[src/rtl/ds18b20_responder.sv]
`default_nettype none
// +--------------------------------------------------------------------------+
// | Module   : ds18b20_responder                                             |
// | Purpose  : DS18B20 1-Wire sensor-side model: presence, Skip ROM,         |
// |            Convert T and Read Scratchpad. Optional macro DS18B20_CRC_EN  |
// |            enables the Dallas CRC8 in scratchpad byte 8.                 |
// | Revision : 1.0                                                           |
// +--------------------------------------------------------------------------+
module ds18b20_responder #(
  parameter int CLK_PER_US   = 12,
  parameter int RST_MIN_US   = 480,
  parameter int PRES_WAIT_US = 30,
  parameter int PRES_US      = 120,
  parameter int SAMPLE_US    = 30,
  parameter int HOLD_US      = 30,
  parameter int CONV_CYC     = 1200
) (
  input  logic        sys_clk,
  input  logic        sys_rst,
  input  logic        dq_in,
  output logic        dq_oe,
  input  logic [15:0] temp_in,
  output logic        conv_start,
  output logic        conv_busy
);
  localparam int c_rst_min_cyc   = RST_MIN_US * CLK_PER_US;
  localparam int c_pres_wait_cyc = PRES_WAIT_US * CLK_PER_US;
  localparam int c_pres_cyc      = PRES_US * CLK_PER_US;
  localparam int c_sample_cyc    = SAMPLE_US * CLK_PER_US;
  localparam int c_hold_cyc      = HOLD_US * CLK_PER_US;
  localparam int c_low_w  = $clog2(c_rst_min_cyc + 1);
  localparam int c_tmr_w  = $clog2(c_pres_wait_cyc + c_pres_cyc + c_sample_cyc + c_hold_cyc + 1);
  localparam int c_conv_w = $clog2(CONV_CYC + 1);

  typedef enum logic [2:0] {
    S_IDLE       = 3'd0,
    S_PRES_WAIT  = 3'd1,
    S_PRES_DRIVE = 3'd2,
    S_ROM_CMD    = 3'd3,
    S_FUNC_CMD   = 3'd4,
    S_IGNORE     = 3'd5,
    S_CONV       = 3'd6,
    S_TX         = 3'd7
  } state_t;

  state_t               r_state, w_state_nxt;
  logic                 r_dq_s1, r_dq_s2, r_dq_prev;
  logic                 w_fall, w_rise, w_rst_det;
  logic [c_low_w-1:0]   r_low_cnt;
  logic [c_tmr_w-1:0]   r_tmr;
  logic                 w_tmr_zero;
  logic                 r_slot_act, r_drive;
  logic [2:0]           r_bit_cnt;
  logic [6:0]           r_shift;
  logic [7:0]           w_byte;
  logic                 w_sample, w_byte_done;
  logic                 w_wr_state, w_rd_state, w_wr_start, w_rd_start;
  logic [3:0]           r_byte_idx;
  logic [15:0]          r_temp;
  logic [7:0]           w_sp_byte, w_b8;
  logic                 w_tx_bit;
  logic                 r_conv_start, r_conv_busy;
  logic [c_conv_w-1:0]  r_conv_cnt;

  // Bus idles high, so the synchroniser resets to 1 to avoid a fake edge.
  always_ff @(posedge sys_clk) begin
    if (sys_rst) begin
      r_dq_s1   <= 1'b1;
      r_dq_s2   <= 1'b1;
      r_dq_prev <= 1'b1;
    end else begin
      r_dq_s1   <= dq_in;
      r_dq_s2   <= r_dq_s1;
      r_dq_prev <= r_dq_s2;
    end
  end

  assign w_fall    = r_dq_prev & ~r_dq_s2;
  assign w_rise    = ~r_dq_prev & r_dq_s2;
  assign w_rst_det = w_rise && (r_low_cnt >= c_low_w'(c_rst_min_cyc));

  always_ff @(posedge sys_clk) begin
    if (sys_rst || r_dq_s2) begin
      r_low_cnt <= '0;
    end else if (r_low_cnt != c_low_w'(c_rst_min_cyc)) begin
      r_low_cnt <= r_low_cnt + c_low_w'(1);
    end
  end

  assign w_wr_state  = (r_state == S_ROM_CMD) || (r_state == S_FUNC_CMD);
  assign w_rd_state  = (r_state == S_CONV) || (r_state == S_TX);
  assign w_wr_start  = w_wr_state & w_fall & ~r_slot_act;
  assign w_rd_start  = w_rd_state & w_fall & ~r_drive;
  assign w_tmr_zero  = (r_tmr == '0);
  assign w_sample    = r_slot_act & w_tmr_zero & ~w_rst_det;
  assign w_byte      = {r_dq_s2, r_shift};
  assign w_byte_done = w_sample && (r_bit_cnt == 3'd7);

  always_ff @(posedge sys_clk) begin
    if (sys_rst) begin
      r_tmr <= '0;
    end else if (w_rst_det) begin
      r_tmr <= c_tmr_w'(c_pres_wait_cyc - 1);
    end else if ((r_state == S_PRES_WAIT) && w_tmr_zero) begin
      r_tmr <= c_tmr_w'(c_pres_cyc - 1);
    end else if (w_wr_start) begin
      r_tmr <= c_tmr_w'(c_sample_cyc - 1);
    end else if (w_rd_start) begin
      r_tmr <= c_tmr_w'(c_hold_cyc - 1);
    end else if (!w_tmr_zero) begin
      r_tmr <= r_tmr - c_tmr_w'(1);
    end
  end

  always_ff @(posedge sys_clk) begin
    if (sys_rst || w_rst_det) begin
      r_slot_act <= 1'b0;
      r_drive    <= 1'b0;
    end else begin
      if (w_wr_start)
        r_slot_act <= 1'b1;
      else if (r_slot_act && w_tmr_zero)
        r_slot_act <= 1'b0;
      if (w_rd_start)
        r_drive <= ~w_tx_bit;
      else if (r_drive && w_tmr_zero)
        r_drive <= 1'b0;
    end
  end

  // The bit counter serves both received command bytes and transmitted bits.
  always_ff @(posedge sys_clk) begin
    if (sys_rst) begin
      r_shift    <= '0;
      r_bit_cnt  <= '0;
      r_byte_idx <= '0;
    end else if (w_rst_det || !(w_wr_state || (r_state == S_TX))) begin
      r_bit_cnt  <= '0;
      r_byte_idx <= '0;
    end else begin
      if (w_sample) begin
        r_shift   <= w_byte[7:1];
        r_bit_cnt <= r_bit_cnt + 3'd1;
      end
      if ((r_state == S_TX) && w_rd_start) begin
        r_bit_cnt <= r_bit_cnt + 3'd1;
        if ((r_bit_cnt == 3'd7) && (r_byte_idx != 4'd9))
          r_byte_idx <= r_byte_idx + 4'd1;
      end
    end
  end

  always_comb begin
    w_sp_byte = 8'hFF;
    case (r_byte_idx)
      4'd0:    w_sp_byte = r_temp[7:0];
      4'd1:    w_sp_byte = r_temp[15:8];
      4'd2:    w_sp_byte = 8'h4B;
      4'd3:    w_sp_byte = 8'h46;
      4'd4:    w_sp_byte = 8'h7F;
      4'd5:    w_sp_byte = 8'hFF;
      4'd6:    w_sp_byte = 8'h0C;
      4'd7:    w_sp_byte = 8'h10;
      4'd8:    w_sp_byte = w_b8;
      default: w_sp_byte = 8'hFF;
    endcase
  end

  assign w_tx_bit = (r_state == S_CONV) ? ~r_conv_busy : w_sp_byte[r_bit_cnt];

`ifdef DS18B20_CRC_EN
  logic [7:0] r_crc;
  logic       w_crc_fb;
  assign w_crc_fb = r_crc[0] ^ w_tx_bit;
  // CRC accumulates over bytes 0..7 as they go out and is frozen for byte 8.
  always_ff @(posedge sys_clk) begin
    if (sys_rst || (r_state != S_TX)) begin
      r_crc <= 8'h00;
    end else if (w_rd_start && (r_byte_idx < 4'd8)) begin
      r_crc <= {1'b0, r_crc[7:1]} ^ (w_crc_fb ? 8'h8C : 8'h00);
    end
  end
  assign w_b8 = r_crc;
`else
  assign w_b8 = 8'h00;
`endif

  always_ff @(posedge sys_clk) begin
    if (sys_rst) begin
      r_temp       <= 16'h0550;
      r_conv_start <= 1'b0;
      r_conv_busy  <= 1'b0;
      r_conv_cnt   <= '0;
    end else begin
      r_conv_start <= 1'b0;
      if (w_byte_done && (r_state == S_FUNC_CMD) && (w_byte == 8'h44)) begin
        r_temp       <= temp_in;
        r_conv_start <= 1'b1;
        r_conv_busy  <= 1'b1;
        r_conv_cnt   <= '0;
      end else if (r_conv_busy) begin
        if (r_conv_cnt == c_conv_w'(CONV_CYC - 1))
          r_conv_busy <= 1'b0;
        else
          r_conv_cnt <= r_conv_cnt + c_conv_w'(1);
      end
    end
  end

  assign conv_start = r_conv_start;
  assign conv_busy  = r_conv_busy;

  always_ff @(posedge sys_clk) begin
    if (sys_rst)
      r_state <= S_IDLE;
    else
      r_state <= w_state_nxt;
  end

  always_comb begin
    w_state_nxt = r_state;
    dq_oe       = r_drive | (r_state == S_PRES_DRIVE);
    if (w_rst_det) begin
      w_state_nxt = S_PRES_WAIT;
    end else begin
      case (r_state)
        S_PRES_WAIT:  if (w_tmr_zero) w_state_nxt = S_PRES_DRIVE;
        S_PRES_DRIVE: if (w_tmr_zero) w_state_nxt = S_ROM_CMD;
        S_ROM_CMD:
          if (w_byte_done)
            w_state_nxt = (w_byte == 8'hCC) ? S_FUNC_CMD : S_IGNORE;
        S_FUNC_CMD:
          if (w_byte_done) begin
            case (w_byte)
              8'h44:   w_state_nxt = S_CONV;
              8'hBE:   w_state_nxt = S_TX;
              default: w_state_nxt = S_IGNORE;
            endcase
          end
        default: ;
      endcase
    end
  end

endmodule
`default_nettype wire
[config.mk]
export PLATFORM = sky130hd
export DESIGN_NAME = ds18b20_responder
export DESIGN_NICKNAME = d
export VERILOG_FILES = /design/src/rtl/ds18b20_responder.sv
export SDC_FILE = /design/constraint.sdc
export NUM_CORES = 1
export LEC_CHECK = 0
export CORE_MARGIN = 10
export CORE_UTILIZATION = 40
export CTS_BUF_LIST = sky130_fd_sc_hd__clkbuf_4 sky130_fd_sc_hd__clkbuf_8
export DETAILED_ROUTE_END_ITERATION = 7
export HOLD_SLACK_MARGIN = 0.08
export PLACE_DENSITY_LB_ADDON = 0.25
export SLEW_MARGIN = 20
export SYNTH_ARGS = -nofsm -noshare
export SYNTH_HDL_FRONTEND = slang
export SYNTH_SLANG_ARGS = --single-unit
[constraint.sdc]
create_clock -name sys_clk -period 2.9 [get_ports sys_clk]
set_input_delay 0.58 -clock sys_clk [delete_from_list [all_inputs] [get_ports sys_clk]]
set_output_delay 0.58 -clock sys_clk [all_outputs]
set_load 0.02 [all_outputs]
# ---- Yosys cells after proc, flatten, opt, wreduce, memory -nomap -nowiden
# Index checks and enable logic that the tools add are counted.
dict set report op_classes {
  n_addsub 5
  order_cmp 2
  eq_ne 30
  n_mux 27
  bitwise 18
  n_reduce_logical 32
}
# cell n
set ops {}
lappend ops {{one-hot mux 8 bit (8 select lines)} 1}
lappend ops {{two-way mux 11 bit} 4}
lappend ops {{two-way mux 3 bit} 6}
lappend ops {{== test 8 bit (second input constant)} 2}
lappend ops {{adder 13 x 1 -> 13 bit (second input constant)} 1}
lappend ops {{>= comparator 13 bit (second input constant)} 1}
lappend ops {{!= test 13 bit (second input constant)} 1}
lappend ops {{== test 3 bit (second input constant)} 4}
lappend ops {{== test 4 x 3 -> 1 bit (second input constant)} 3}
lappend ops {{zero test 12 bit} 1}
lappend ops {{two-way mux 1 bit} 12}
lappend ops {{!= test 3 bit (second input constant)} 4}
lappend ops {{one-hot mux 3 bit (4 select lines)} 1}
lappend ops {{subtractor 12 x 1 -> 12 bit (second input constant)} 1}
lappend ops {{adder 11 x 1 -> 11 bit (second input constant)} 1}
lappend ops {{== test 11 bit (second input constant)} 1}
lappend ops {{AND reduction 5 bit} 2}
lappend ops {{logical AND 1 bit} 9}
lappend ops {{two-way mux 9 bit} 1}
lappend ops {{inverter 1 bit} 9}
lappend ops {{bitwise AND 1 bit} 8}
lappend ops {{== test 4 x 2 -> 1 bit (second input constant)} 2}
lappend ops {{== test 8 x 7 -> 1 bit (second input constant)} 1}
lappend ops {{!= test 2 bit (second input constant)} 4}
lappend ops {{22 further kinds} 34}
dict set report totals {
  regBits 76
  inputBits 19
  word_cells 132
}

# ---- Logic depth before layout (Yosys ltp)
# Gate-level depths: netlist of run 1.
dict set report logic_depth {
  depth_word 9
  mapped_depth 9
}

# ---- Worst setup path after synthesis of run 1
# OpenSTA, ideal clock, no wires.
dict set report synth_path {
  kind {reg2reg}
  startpoint {register r_state[1]}
  endpoint {register r_temp[13]}
  setup_time_ns 0.059
  arrival_time_ns 2.011
  setup_slack_ns 0.830
  stages_incl_launch_ff 9
  path_buffers 3
  path_cell_list {dfxtp_1 buf_6 or3b_4 or3_4 or4_1 buf_2 clkinv_4 buf_8 a22o_1}
}
dict set report synth_via {
  elab_chain_cells 3
}
# element line
set synth_rtl {}
lappend synth_rtl {{start, declared} 46} ;# state_t r_state, w_state_nxt;
lappend synth_rtl {{start signal, assigned} 217} ;# r_state <= w_state_nxt;
lappend synth_rtl {{== test 3 bit} 196} ;# if (w_byte_done && (r_state == S_FUNC_CMD) && (w_byte == 8'h44)) begin
lappend synth_rtl {{logical AND 1 bit (2 in series)} 196}
lappend synth_rtl {{end signal, assigned} 197} ;# r_temp <= temp_in;
lappend synth_rtl {{end, declared} 59} ;# logic [15:0] r_temp;
# No other way between the ends.
# A chain may end at the register's enable or synchronous reset.

# ---- Worst setup path in the final report of run 1
dict set report layout_path {
  startpoint {register r_state[1]}
  endpoint {output port dq_oe}
}
dict set report layout_via {
  elab_chain_cells 2
}
# element line
set layout_rtl {}
lappend layout_rtl {{== test 3 x 2 -> 1 bit} 222} ;# dq_oe = r_drive | (r_state == S_PRES_DRIVE);
lappend layout_rtl {{bitwise OR 1 bit} 222}
lappend layout_rtl {{end, declared} 21} ;# output logic dq_oe,
# No other way between the ends.

==> impl_metrics.env, run 1 <==
export IMPL_status="finished clean"
export IMPL_synth_commonest_cells="dfxtp_1 (76), nor2_1 (52), nand2_1 (30)"
export IMPL_r2r_slack_ns=0.56
export IMPL_highest_layer="met4"
export IMPL_report_final_slew_viol_count=0
export IMPL_reg2reg_to="r_temp[1]"
export IMPL_core_area_sq_mm=0.00885
export IMPL_place_area_sq_mm=0.00399
export IMPL_yosysWarnings=0
export IMPL_hold_end="r_dq_s2"
export IMPL_wl_met1_um=3800
export IMPL_final_util_pct=47.6
export IMPL_start_util_pct=41.5
export IMPL_arrival_ns=1.86
export IMPL_synth_top_area_share_pct=41.4
export IMPL_grt_pass1_wl_um=13700
export IMPL_cp_end_kind="primary output"
export IMPL_clkLatencyLatePin_ns=0.36
export IMPL_ys_seq_area_share_pct=41.4
export IMPL_io_buffers=21
export IMPL_ant_nets=0
export IMPL_synth_cells=415
export IMPL_grt_usage_pct=12.3
export IMPL_relSlewSlack_pct=45.6
export IMPL_wl_per_cell_um=14.4
export IMPL_cts_tree="built"
export IMPL_grt_max_degree=20
export IMPL_routed_wl_um=7940
export IMPL_via_per_inst=5.48
export IMPL_finalSetupTns_ns=0
export IMPL_dp_final_hpwl_um=5750
export IMPL_setup_violations=0
export IMPL_path_class="register to primary output"
export IMPL_fin_cells=550
export IMPL_synth_edf_count=0
export IMPL_fp_row_count=34
export IMPL_r2r_start="r_bit_cnt[1]"
export IMPL_ys_async_sr_fraction_pct=0
export IMPL_final_fill_count=879
export IMPL_drc=0
export IMPL_gp_congestion=0.841
export IMPL_diodes=0
export IMPL_ys_types=59
export IMPL_hold_start="r_dq_s1"
export IMPL_cts_setup_buffers=0
export IMPL_antenna_found_initial=0
export IMPL_ff2ff_path_depth=7
export IMPL_ctsRootBufferMaster="clkbuf_8"
export IMPL_avgSynthCellArea_sq_um=8.85
export IMPL_clock_sinks=76
export IMPL_dieHeight_um=116
export IMPL_synth_most_common_cell="dfxtp_1"
export IMPL_layout_drive_gt1_share_pct=8.14
export IMPL_hold_path_depth=1
export IMPL_wl_met3_um=313
export IMPL_ir_worst_vdd_mv=0.345
export IMPL_finalHoldViolCount=0
export IMPL_overflow=0
export IMPL_min_period_ns=2.44
export IMPL_netlist_area_sq_mm=0.00367
export IMPL_first_iter_violations=154
export IMPL_dieArea_sq_mm=0.0134
export IMPL_max_cap_viol_count=0
export IMPL_area_growth_pct=14.7
export IMPL_finalCritPeriodShare_pct=84.0
export IMPL_synth_area_leader_cell="dfxtp_1"
export IMPL_first_global_vias=2937
export IMPL_dpl_cell_count=534
export IMPL_synth_area_top_cells="dfxtp_1 (41%), nor2_1 (5.3%), xor2_1 (3.8%)"
export IMPL_cts_resized=0
export IMPL_leakagePower_nw=1.54
export IMPL_syn_num_nets=445
export IMPL_dr_total_vias=3016
export IMPL_power_density_mw_per_mm2=630
export IMPL_tightest_slew_ns=0.805
export IMPL_dr_pass1_iters=4
export IMPL_clk_pin_slew_worst_paths_ns=0.08
export IMPL_fmax_ghz=0.410
export IMPL_rsz0062_at_grt="no"
export IMPL_final_design_area_no_fill_sq_mm=0.00422
export IMPL_nNetsFinal=467
export IMPL_route_met2_wl_um=3730
export IMPL_cp_start_kind="register"
export IMPL_total_power_mw=2.66
export IMPL_worstHoldPathType="register to register"
export IMPL_numCtsBuffers=9
export IMPL_synth_seq_cells=76
export IMPL_dieWidth_um=116
export IMPL_synthFlopType="dfxtp_1"
export IMPL_ctsHoldBuffers=0
export IMPL_crit_required_ns=2.32
export IMPL_worstPathMaxFanout=10
export IMPL_ctsLongestPathBuffers=2
export IMPL_htreeDepth=3
export IMPL_io_pin_count=22
export IMPL_clock_skew_ns=0.0149
-- worst max path at each step --
stage / startpoint / endpoint / slack (ns)
floorplan: r_state[1] / r_temp[13] / 0.83
global placement: r_bit_cnt[1] / r_temp[13] / 0.60
detailed placement: r_bit_cnt[1] / r_temp[1] / 0.59
CTS: r_state[1] / dq_oe / 0.47
global route: r_state[1] / dq_oe / 0.40
finish: r_state[1] / dq_oe / 0.46
-- report_power, final --
| part | leakage [nW] | internal [mW] | switching, mW |
|---|---|---|---|
| registers | 0.616 | 1.12 | 0.0885 |
| logic | 0.819 | 0.249 | 0.294 |
| clock network | 0.110 | 0.489 | 0.418 |
| total | 1.54 | 1.86 | 0.801 |
-- through the flow --
stage                     setup slack, ns  hold WS (ns)
final                               0.464         0.423
after global routing                0.396         0.431
after CTS                           0.475         0.429
after detailed placement            0.591         0.410
after global placement              0.601         0.398
after floorplan                     0.830         0.389
-- final cells by class --
cell class	instances	area [sq um]	share of cell area [%]
sequential	76	1520	36.1
clock buffer	9	124	2.94
inverter	15	61.3	1.45
multi-input combinational	306	2000	47.6
clock inverter	7	98.8	2.34
timing repair buffer	29	270	6.41
tap	108	135	3.21
-- per-layer routing --
layer	up-vias	global-route usage (%)
li1	1534	-
met2	57	20.4
met4	0	4.42
met3	13	2.84
met1	1412	15.2
met5	-	0
-- registers in the layout, summed over array words and instances, names as in the netlist --
register / cells
r_drive: 1
r_dq_s2: 1
r_conv_cnt: 11
r_byte_idx: 4
r_state: 3
r_slot_act: 1
r_temp: 16
conv_start: 1
r_dq_prev: 1
r_dq_s1: 1
r_low_cnt: 13
r_shift: 7
r_tmr: 12
r_bit_cnt: 3
conv_busy: 1
-- logic make-up after synthesis --
group           after synthesis  synth area share [%]
compound gates               75                  14.3
xor+xnor                     30                  7.15
fa+ha+maj                    11                  3.75
buf+inv                      33                  4.05
flops                        76                  41.4
mux                          14                  3.88
simple gates                176                  25.4
-- layout by cell type (no fill, tap or decap), types with 14 or more instances in the layout --
cell type / n
a21oi_1: 21
xor2_1: 16
xnor2_1: 14
nor2_1: 52
nand3_1: 20
nand2_1: 30
inv_1: 14
dfxtp_1: 76
clkdlybuf4s50_1: 21
-- critical path, stage by stage, from the launching register on --
cell             delay (ns)
dfxtp_1                0.52
nand2b_1               0.12
o21bai_1               0.21
clkdlybuf4s50_1        0.65
Note: power is estimated with default switching activity, not from simulation.
==> run 2: changes to the inputs <==
clock period = 2.25 ns   (was 2.9 ns; I/O delays follow)
==> impl_metrics.env, run 2 (synthesis results as in run 1) <==
export IMPL_status="finished clean"
export IMPL_leakagePower_nw=1.61
export IMPL_worstHoldPathType="register to register"
export IMPL_final_util_pct=48.9
export IMPL_total_power_mw=3.49
export IMPL_p_switching_mw=1.00
export IMPL_core_area_sq_mm=0.00885
export IMPL_finalCritPeriodShare_pct=92.0
export IMPL_clockPowerShare_pct=34.6
export IMPL_area_sequential_sq_mm=0.00152
export IMPL_dr_pass1_iters=4
export IMPL_dr_total_vias=3081
export IMPL_via_per_inst=5.48
export IMPL_diodes=0
export IMPL_overflow=0
export IMPL_drc=0
export IMPL_dp_final_hpwl_um=5810
export IMPL_ant_nets=0
export IMPL_numCtsBuffers=9
export IMPL_min_period_ns=2.07
export IMPL_cellInternalPower_mw=2.48
export IMPL_path_class="register to register"
export IMPL_nNetsFinal=479
export IMPL_first_global_vias=3014
export IMPL_grt_pass1_wl_um=13900
export IMPL_arrival_ns=2.30
export IMPL_clock_skew_ns=0.0102
export IMPL_fp_row_count=34
export IMPL_crit_required_ns=2.48
export IMPL_io_pin_count=22
export IMPL_p_seq_share_pct=44.1
export IMPL_dieWidth_um=116
export IMPL_clkLatencyLatePin_ns=0.34
export IMPL_finalHoldViolCount=0
export IMPL_top_register="r_temp"
export IMPL_grt_usage_pct=12.4
export IMPL_first_iter_violations=138
export IMPL_clock_sinks=76
export IMPL_cts_tree="built"
export IMPL_start_util_pct=41.5
export IMPL_multi_input_area_sq_mm=0.00201
export IMPL_setup_violations=0
export IMPL_report_final_slew_viol_count=0
export IMPL_htreeDepth=3
export IMPL_dieHeight_um=116
export IMPL_power_density_mw_per_mm2=807
export IMPL_fmax_ghz=0.483
export IMPL_grt_max_degree=18
export IMPL_ctsRootBufferMaster="clkbuf_8"
export IMPL_finalSetupTns_ns=0
export IMPL_tightest_slew_ns=0.517
export IMPL_netSwitchingFraction_pct=28.8
export IMPL_ctsLongestPathBuffers=2
export IMPL_top_regs="r_temp: 16 flops, r_low_cnt: 13 flops, r_tmr: 12 flops"
export IMPL_io_buffers=21
export IMPL_routed_wl_um=7950
export IMPL_wl_per_cell_um=14.1
export IMPL_most_common_layout_cells="dfxtp_1 (76), nor2_1 (52), nand2_1 (30)"
export IMPL_clk_pin_slew_worst_paths_ns=0.08
export IMPL_largest_reg_flops=16
export IMPL_dieArea_sq_mm=0.0134
export IMPL_cp_end_kind="register"
export IMPL_final_common_cell="dfxtp_1"
export IMPL_gp_congestion=0.839
export IMPL_area_growth_pct=17.6
export IMPL_cp_start_kind="register"
export IMPL_worstPathMaxFanout=12
export IMPL_max_cap_viol_count=0
export IMPL_layout_drive_gt1_share_pct=11.0
export IMPL_rsz0062_at_grt="no"
export IMPL_relSlewSlack_pct=65.4
export IMPL_antenna_found_initial=0
export IMPL_final_fill_count=869
export IMPL_ir_worst_vdd_mv=0.330
export IMPL_power_frac_comb_pct=21.3
==> run 2: area by class of cell <==
class / instances / share of cell area [%]
inverter: 15 / 1.42
multi-input combinational: 306 / 46.5
clock buffer: 11 / 3.50
sequential: 76 / 35.2
tap: 108 / 3.13
clock inverter: 5 / 1.91
timing repair buffer: 41 / 8.31
==> run 2: final timing paths <==
check / start / to / slack, ns / depth (start not counted)
max reg2reg: r_shift[1] / r_temp[13] / 0.18 / 5
min reg2reg: r_dq_s1 / r_dq_s2 / 0.42 / 1
max: r_shift[1] / r_temp[13] / 0.18 / 5
min: r_dq_s1 / r_dq_s2 / 0.42 / 1
==> run 2: metrics by stage <==
stage               std cells  area [sq um]  hold WS (ns)  setup slack [ns]
floorplan                 415          3670         0.389             0.180
global placement          546          4080         0.393             0.117
detailed placement        546          4080         0.405            0.0710
CTS                       562          4320         0.425            0.0502
global route              562          4320         0.437            0.0107
finish                    562          4320         0.419             0.181
==> run 2: what timing repair did <==
action / CTS / global route
resized for setup: 1 / 2
hold buffers: 0 / 0
setup endpoints to repair: 1 / 16
pin swaps: 0 / 0
setup buffers: 0 / 0
==> run 2: power by group through the flow <==
stage / clock network, mW / logic (mW) / registers (mW)
3_5_place_dp: 0 / 0.746 / 1.57
2_1_floorplan: 0 / 0.537 / 1.54
5_1_grt: 1.29 / 0.842 / 1.55
3_3_place_gp: 0 / 0.731 / 1.56
6_report: 1.21 / 0.742 / 1.54
4_1_cts: 1.24 / 0.747 / 1.54
==> run 2: routing by layer <==
metal | vias to the layer above | routed length [um] | track usage [%]
met5 | - | 0 | 0
met4 | 0 | 27 | 2.92
li1 | 1565 | - | -
met3 | 4 | 270 | 3.41
met2 | 36 | 3860 | 20.5
met1 | 1476 | 3790 | 15.6
==> run 2: critical path, stage by stage, from the launching register on <==
cell and delay, ns:
dfxtp_1 0.35, nor4b_2 0.36, nand3_1 0.15, or3_4 0.40, o31a_1 0.41, a22o_1 0.29
==> run 3: changes to the inputs <==
SLEW_MARGIN = unset   (was 20)
==> results of run 3 <==
Final layout, timing and power as in run 2 (identical DEF).
